**src/rtl/mio_seg_scan.sv**
```systemverilog
// mio_seg_scan: N-digit multiplexed seven-segment controller on the MIO bus.
//
// Three registers are reachable through a 2-bit address: DATA (one nibble per digit),
// MASK (decimal-point and blink masks) and CTRL (display enable, leading-zero blanking).
// Read data is registered. A free-running scan walks the digits one slot at a time.
// Each slot opens with a short all-off window so the previous digit's segments never
// ghost onto the next anode. The scan keeps running while the display is disabled.
//
// Ports
//   clk      in   1       system clock, rising edge
//   rst      in   1       synchronous active-high reset
//   addr     in   2       0 DATA, 1 MASK, 2 CTRL, 3 reserved
//   wr_en    in   1       single-cycle write strobe
//   wr_data  in   32      write data
//   rd_data  out  32      registered read data for addr
//   SEGMENT  out  8       active-low segments, bit7 dp, bits6..0 g..a
//   AN       out  DIGITS  active-low digit enables, bit 0 = rightmost digit

// Register file: storage, address decode and registered readback.
module mio_seg_scan_regs #(
    parameter int DIGITS = 8
) (
    input  logic                  clk,
    input  logic                  rst,
    input  logic [1:0]            addr,
    input  logic                  wr_en,
    input  logic [31:0]           wr_data,
    output logic [4*DIGITS-1:0]   data,
    output logic [DIGITS-1:0]     dp_mask,
    output logic [DIGITS-1:0]     blink_mask,
    output logic                  disp_en,
    output logic                  lzb_en,
    output logic [31:0]           rd_data
);

    localparam logic [1:0] ADDR_DATA = 2'd0;
    localparam logic [1:0] ADDR_MASK = 2'd1;
    localparam logic [1:0] ADDR_CTRL = 2'd2;

    logic [31:0] rd_mux;
    logic [7:0]  dp8;
    logic [7:0]  blink8;

    // Only a subset of wr_data bits lands in storage; the rest are ignored on purpose.
    logic unused_wr_bits;
    assign unused_wr_bits = ^wr_data;

    // Readback is taken from the register contents before any same-cycle write,
    // so a simultaneous read and write of one address returns the old value.
    always_comb begin
        rd_mux = '0;
        dp8    = '0;
        blink8 = '0;
        dp8[DIGITS-1:0]    = dp_mask;
        blink8[DIGITS-1:0] = blink_mask;
        case (addr)
            ADDR_DATA: rd_mux[4*DIGITS-1:0] = data;
            ADDR_MASK: rd_mux[15:0]         = {blink8, dp8};
            ADDR_CTRL: rd_mux[1:0]          = {lzb_en, disp_en};
            default:   rd_mux               = '0;
        endcase
    end

    always_ff @(posedge clk) begin
        if (rst) begin
            data       <= '0;
            dp_mask    <= '0;
            blink_mask <= '0;
            disp_en    <= 1'b1;
            lzb_en     <= 1'b0;
            rd_data    <= '0;
        end else begin
            rd_data <= rd_mux;
            if (wr_en) begin
                case (addr)
                    ADDR_DATA: data <= wr_data[4*DIGITS-1:0];
                    ADDR_MASK: begin
                        dp_mask    <= wr_data[DIGITS-1:0];
                        blink_mask <= wr_data[8 +: DIGITS];
                    end
                    ADDR_CTRL: begin
                        disp_en <= wr_data[0];
                        lzb_en  <= wr_data[1];
                    end
                    default: ;
                endcase
            end
        end
    end

endmodule

module mio_seg_scan #(
    parameter int DIGITS      = 8,
    parameter int SCAN_DIV    = 50000,
    parameter int BLANK_CYC   = 500,
    parameter int BLINK_SCANS = 64
) (
    input  logic              clk,
    input  logic              rst,
    input  logic [1:0]        addr,
    input  logic              wr_en,
    input  logic [31:0]       wr_data,
    output logic [31:0]       rd_data,
    output logic [7:0]        SEGMENT,
    output logic [DIGITS-1:0] AN
);

    localparam int CW = $clog2(SCAN_DIV);
    localparam int DW = $clog2(DIGITS);
    localparam int BW = (BLINK_SCANS > 1) ? $clog2(BLINK_SCANS) : 1;

    // The slot timer counts down: timer value t corresponds to slot cycle
    // c = SCAN_DIV-1-t, so "c < BLANK_CYC" becomes "t > SLOT_LOAD-BLANK_CYC".
    localparam logic [CW-1:0] SLOT_LOAD  = CW'(SCAN_DIV - 1);
    localparam logic [CW-1:0] BLANK_TH   = CW'(SCAN_DIV - 1 - BLANK_CYC);
    localparam logic [DW-1:0] LAST_DIGIT = DW'(DIGITS - 1);
    // Scans remaining before the blink phase flips, also counted down.
    localparam logic [BW-1:0] SCAN_LOAD  = BW'(BLINK_SCANS - 1);

    logic [4*DIGITS-1:0] data;
    logic [DIGITS-1:0]   dp_mask;
    logic [DIGITS-1:0]   blink_mask;
    logic                disp_en;
    logic                lzb_en;

    logic [CW-1:0] slot_tmr;
    logic [DW-1:0] digit;
    logic [BW-1:0] scan_tmr;
    logic          blink_phase;

    logic [4*DIGITS-1:0] data_from_digit;
    logic [3:0]          nib;
    logic                in_blank;
    logic                zero_blank;
    logic                blink_blank;
    logic [7:0]          seg_next;
    logic [DIGITS-1:0]   an_next;

    mio_seg_scan_regs #(
        .DIGITS (DIGITS)
    ) u_regs (
        .clk        (clk),
        .rst        (rst),
        .addr       (addr),
        .wr_en      (wr_en),
        .wr_data    (wr_data),
        .data       (data),
        .dp_mask    (dp_mask),
        .blink_mask (blink_mask),
        .disp_en    (disp_en),
        .lzb_en     (lzb_en),
        .rd_data    (rd_data)
    );

    function automatic logic [6:0] hex7(input logic [3:0] v);
        logic [6:0] s;
        case (v)
            4'h0: s = 7'h40;
            4'h1: s = 7'h79;
            4'h2: s = 7'h24;
            4'h3: s = 7'h30;
            4'h4: s = 7'h19;
            4'h5: s = 7'h12;
            4'h6: s = 7'h02;
            4'h7: s = 7'h78;
            4'h8: s = 7'h00;
            4'h9: s = 7'h10;
            4'hA: s = 7'h08;
            4'hB: s = 7'h03;
            4'hC: s = 7'h46;
            4'hD: s = 7'h21;
            4'hE: s = 7'h06;
            default: s = 7'h0E;
        endcase
        return s;
    endfunction

    // Scan sequencing: slot timer -> digit index -> full-scan count -> blink phase.
    always_ff @(posedge clk) begin
        if (rst) begin
            slot_tmr    <= SLOT_LOAD;
            digit       <= '0;
            scan_tmr    <= SCAN_LOAD;
            blink_phase <= 1'b0;
        end else if (slot_tmr == '0) begin
            slot_tmr <= SLOT_LOAD;
            if (digit == LAST_DIGIT) begin
                digit <= '0;
                if (scan_tmr == '0) begin
                    scan_tmr    <= SCAN_LOAD;
                    blink_phase <= ~blink_phase;
                end else begin
                    scan_tmr <= scan_tmr - 1'b1;
                end
            end else begin
                digit <= digit + 1'b1;
            end
        end else begin
            slot_tmr <= slot_tmr - 1'b1;
        end
    end

    // Shifting DATA down to the current digit serves both the nibble select and the
    // "this digit and everything to its left is zero" test for leading-zero blanking.
    always_comb begin
        data_from_digit = data >> {digit, 2'b00};
        nib             = data_from_digit[3:0];
        in_blank        = (slot_tmr > BLANK_TH);
        zero_blank      = lzb_en && (digit != '0) && (data_from_digit == '0);
        blink_blank     = blink_mask[digit] && blink_phase;
        an_next         = ~(DIGITS'(1) << digit);
        seg_next        = {~dp_mask[digit], hex7(nib)};
        if (zero_blank || blink_blank) begin
            seg_next = 8'hFF;
        end
        if (in_blank || !disp_en) begin
            an_next  = '1;
            seg_next = 8'hFF;
        end
    end

    always_ff @(posedge clk) begin
        if (rst) begin
            AN      <= '1;
            SEGMENT <= 8'hFF;
        end else begin
            AN      <= an_next;
            SEGMENT <= seg_next;
        end
    end

endmodule

```
**config.mk**
```make
export PLATFORM = sky130hd
export DESIGN_NAME = mio_seg_scan
export DESIGN_NICKNAME = d
export VERILOG_FILES = /design/src/rtl/mio_seg_scan.sv
export SDC_FILE = /design/constraint.sdc
export NUM_CORES = 1
export LEC_CHECK = 0
export ABC_AREA = 1
export CORE_MARGIN = 3
export CORE_UTILIZATION = 55
export CTS_CLUSTER_SIZE = 40
export DETAILED_ROUTE_END_ITERATION = 16
export PLACE_DENSITY = 0.8
export SLEW_MARGIN = 20
export SYNTH_ARGS = -nofsm -noshare
export SYNTH_HDL_FRONTEND = slang
export SYNTH_SLANG_ARGS = --single-unit
export TNS_END_PERCENT = 10
```
**constraint.sdc**
```tcl
create_clock -name clk -period 3.59 [get_ports clk]
set_input_delay 0.718 -clock clk [delete_from_list [all_inputs] [get_ports clk]]
set_output_delay 0.718 -clock clk [all_outputs]
set_load 0.05 [all_outputs]
```
After elaboration in Yosys (flattened, before gate mapping) --
Memory sizes are Yosys's and may differ from the RTL's. A register that Yosys moved wholly into a read port is not among the register bits. Cells that the tools add are included.
Storage, ports and cells: register bits after elaboration 124, input bits 37, memories 1, memory bits (read-only) 112, output and inout bits 48, word-level logic and storage cells 56
Memories:
- (name not given) | depth 16, width 7, rd ports 1, clocked after memory_dff 1, wr ports 0, line 158 | case (v)
Cells by class: add/subtract/negate cells 3, $lt $le $gt $ge 2, reduce and logical (&&, ||, !) cells 20, bitwise operators 4, mux-type cells 8, shifts and indexed selects 2, eq/ne operators 3
Operator list (count):
- $logic_not A32 Y1 | 1
- $shr A32 B5 Y32 | 1
- $pmux W14 S2 | 1
- $gt A16 B16 Y1 const B | 1
- $logic_not A16 Y1 | 1
- $sub A16 B1 Y16 const B | 1
- $not A8 Y8 | 1
- $reduce_and A2 Y1 | 4
- $shl A1 B3 Y8 const A | 1
- $bmux W1 S3 | 2
- $logic_not A6 Y1 | 1
- $mux W6 | 1
- $pmux W2 S3 | 1
- $reduce_or A2 Y1 | 3
- $sub A6 B1 Y6 const B | 1
- $lt A3 B4 Y1 const B | 1
- $add A3 B1 Y3 const B | 1
- $eq A3 B3 Y1 const B | 1
- $logic_and A1 B1 Y1 | 3
- $mux W3 | 1
- $not A1 Y1 | 3
- $reduce_and A3 Y1 | 1
- $reduce_bool A3 Y1 | 1
- $reduce_or A3 Y1 | 1
- other kinds (6) | 8

Logic depth before layout (Yosys ltp) --
depth in word-level cells 5, mapped depth 17

By module --
Synthesis repeated with hierarchy kept, for this count alone.
Unflattened totals: cell total of the unflattened synthesis 917, area total of the unflattened synthesis 6020.8 µm²
By module, submodules not included:
- mio_seg_scan_regs | cells each 448, area each 3128.0 µm², instances 1, seq. area each 1641.6 µm²
- mio_seg_scan | cells each 469, area each 2892.8 µm², instances 1, seq. area each 840.8 µm²

Worst setup path before layout --
OpenSTA, ideal clock, no wires.
path type flip-flop to flip-flop, start point register digit[0], end point register SEGMENT[1], path slack 1.589 ns, cell stages (with the launch flop) 18, arrival time 1.940 ns, clock period less this slack 2.001 ns, path buffers 2, setup time 0.062 ns, cell sequence dfxtp_1 -> buf_6 -> buf_6 -> nand2_1 -> o21ai_0 -> nand2_1 -> nand2_1 -> nand2_1 -> nand2_1 -> ha_1 -> nand2_1 -> nor2_1 -> o21ai_1 -> inv_1 -> nand3_1 -> nor3_4 -> nand2_2 -> nand3_1
On the way: cells in the longest elaborated chain, start to end 5, elaborated cells between the ends (all ways) 10, those cells by class 1 x shift; 2 x mux; 7 x reduce/logical
RTL lines:
- start, declared | line 128 | logic [DW-1:0] digit;
- start signal, assigned | line 197 | digit <= digit + 1'b1;
- $shr A32 B5 Y32 (tied with other cells) | line 207 | data_from_digit = data >> {digit, 2'b00};
- $logic_not A32 Y1 (tied with other cells) | line 210 | zero_blank = lzb_en && (digit != '0) && (data_from_digit == '0);
- $logic_and A1 B1 Y1 (on tied branches) | line 210, 211
- $logic_or A1 B1 Y1 | line 214 | if (zero_blank || blink_blank) begin
- $reduce_or A3 Y1 (no line)
- end, declared | line 105 | output logic [7:0] SEGMENT,
Several ways; a longest one is shown, not always the timed one. The select of a mux whose other input is x is not followed. A chain may end at the register's enable or synchronous reset.

Worst setup path after layout --
Ends and elaborated chain as after synthesis.

==> flow_summary.toml <==
[status]
status = "finished clean"

[timing]
rsz0062_at_grt = "no"
hold_viol_final = 0
finalCritPeriodShare_pct = 72.05
worst_slew_margin_rel_pct = 48.19
slew_violations = 0
fin_setup_tns_ns = 0
holdWs_ns = 0.4120
fin_crit_ns = 2.586
max_freq_mhz = 386.6
fin_skew_ns = 0.005625
setup_viol = 0
tightest_slew_ns = 0.7752
timing.final.ws_setup_ns = 1.004

[synthesis]
avgSynthCellArea_um2 = 7.372
yosysWarnings = 0
synth_largest_area_cell = "dfxtp_1"
syn_area_um2 = 5580
synth_fp_nets = 809
synth_cell_types = 33
synth_area_leaders = "dfxtp_1 (44%), nand2_1 (11%), nand3_1 (8.3%)"
netlist_instances = 757
seq_area_frac_synth_pct = 44.48
ys_ff_latch = 124
yosysTopAreaCellShare_pct = 44.48

[global_routing]
antenna_found_initial = 0
track_usage_pct = 26.95
grtUsageMet1_pct = 34.25
grt_util_met3_pct = 6.623
grt_pass1_vias = 5252
grt_overflow = 0
grt_busiest_layer = "met2"
grt_max_degree = 69
grt_pass1_wl_mm = 24.71
grtUsageMet2_pct = 44.69

[cells_and_area]
stdcell_count = 981
fin_util_pct = 72.27
fin_nets = 888
final_common_cell = "nand2_1"
final_layout_size_suffix_gt1_share_pct = 7.547
area_growth_pct = 27.17
final_area_um2 = 7097
fill_cells = 821
final_cell_mix = "nand2_1 (161), dfxtp_1 (124), nand3_1 (93), clkdlybuf4s50_1 (84), o21ai_0 (77)"
diodes = 0

[clock_tree]
postCtsResizedCells = 0
clkTransAtPathRegs_ns = 0.06
cts_tree = "yes"
htree_levels = 4
post_cts_buffers = 0
cts_hold_buf = 0
cts_buffers = 17
clockBufferDepth = 2
clock_latency_ns = 0.53
cts_root_buf = "clkbuf_8"
clock-sinks = 124

[placed_design]
dpl.cell_count = 950
hpwl_mm = 9.818
place_ws_ns = 0.8232
io_buffers = 84
placed_cell_area_um2 = 6485
gp_routability_congestion = 0.9468

[setup_path]
reg2reg_depth = 16
cp-end-kind = "flop"
r2r-start = "digit[0]"
arrival_ns = 2.98
cp_slowest_cell = "inv_2"
cp_max_fo = 26
rrSetupSlack_ns = 1.00
reg2reg_to = "SEGMENT[1]"
crit_path_cell_trace = "buf_4 -> inv_2 -> nand2_1 -> nand3_1 -> nand2_1 -> o21ai_2 -> inv_1 -> ha_1 -> nand2_1 -> nor2_1 -> o21ai_1 -> inv_1 -> nand3_1 -> nor3_4 -> nand2_2 -> nand3_1"
start_kind = "flop"
slowest_delay_ns = 0.35
path_class = "reg2reg"
cp_data_required_time_ns = 3.98

[floorplanning]
die_h_um = 106.7
pin_count = 85
die_w_um = 106.7
start_util_pct = 56.83
die-area_um2 = 11390
core-area_um2 = 9819
row_count = 36

[detailed_routing]
viasPerCell = 5.496
drt_pass1_iterations = 6
drtIter0Drc = 486
ant_nets = 0
drcViolationCount = 0
routedWlPerCell_um = 15.02
vias = 5392
wl_mm = 14.73

[worst_hold_path]
whs_endpoint = "slot_tmr[0]"
hold_path_class = "reg2reg"
hold_depth = 1
min_from = "slot_tmr[0]"

[power]
total_power_mw = 3.473
peakVddDrop_mv = 0.3122
p_leak_nw = 2.919
cellPowerDensity_nw_per_um2 = 489.4

[job]
maxCapViolations = 0
layer usage:
metal	part of all wire [%]	vias up	routed length (um)
met1	42	2462	6238
met5	0	-	0
met3	7.7	38	1132
li1	-	2635	-
met2	48	257	7040
met4	2.2	0	318
synthesized netlist by cell type:
library cell / count
a211oi_1: 1
a21oi_1: 64
a22oi_1: 1
and3_1: 2
buf_2: 2
buf_4: 5
buf_6: 6
clkbuf_1: 22
dfxtp_1: 124
ha_1: 15
inv_1: 76
inv_2: 4
nand2_1: 161
nand2_2: 4
nand2_4: 3
nand3_1: 93
nand3_2: 1
nand3_4: 1
nand3b_1: 1
nand4_1: 7
nor2_1: 54
nor2_4: 3
nor3_1: 3
nor3_2: 1
nor3_4: 1
nor4_1: 2
o211ai_1: 6
o21ai_0: 77
o21ai_1: 2
o21ai_2: 2
or2_2: 2
xnor2_1: 3
xor2_1: 8
area by class of cell:
cell class | instances | area (um^2) | share of cell area, %
Inverter | 80 | 300.3 | 4.231
Tap cell | 133 | 166.4 | 2.345
Clock inverter | 14 | 197.7 | 2.786
Multi-Input combinational cell | 518 | 2600 | 36.64
Timing Repair Buffer | 95 | 935.9 | 13.19
Sequential cell | 124 | 2482 | 34.98
Clock buffer | 17 | 414.1 | 5.836
report_power, final:
group | leakage [nW] | switching, mW | internal (mW)
logic | 1.63 | 0.168 | 0.103
clock network | 0.282 | 0.643 | 1.12
registers | 1.01 | 0.0217 | 1.41
total | 2.92 | 0.833 | 2.64
critical path: cells and delay by family (launching register included):
kind / cells / cell delay, ns
flops: 1 / 0.31
fa+ha+maj: 1 / 0.24
buf+inv: 4 / 0.71
simple gates: 9 / 0.90
compound gates: 2 / 0.28
how the worst max path moves through the flow:
stage	slack, ns	start	endpoint	depth (start not counted)
after floorplan	1.59	digit[0]	SEGMENT[1]	17
after global placement	0.93	rst	slot_tmr[6]	5
after detailed placement	0.82	rst	slot_tmr[12]	7
after CTS	1.06	digit[0]	SEGMENT[1]	16
after global routing	0.80	digit[0]	SEGMENT[5]	16
final	1.00	digit[0]	SEGMENT[1]	16
cells by family (layout without fill, tap and decap cells):
family / count (synthesis) / in the layout / share of synthesized area (%)
AOI/OAI and AO/OA: 153 / 153 / 14.22
xor gates and xnor gates: 11 / 11 / 1.727
adders and majority gates: 15 / 15 / 3.363
buffers and inverters: 115 / 206 / 8.924
DFF: 124 / 124 / 44.48
and+or+nand+nor: 339 / 339 / 27.29
flip-flops by register name, indices dropped and copies added, names as in the netlist:
signal and flops:
scan_tmr 6, u_regs.blink_mask 8, blink_phase 1, u_regs.lzb_en 1
SEGMENT 8, u_regs.rd_data 32, u_regs.disp_en 1, slot_tmr 16
u_regs.data 32, digit 3, AN 8, u_regs.dp_mask 8
Power figures use the tool's default switching activity.
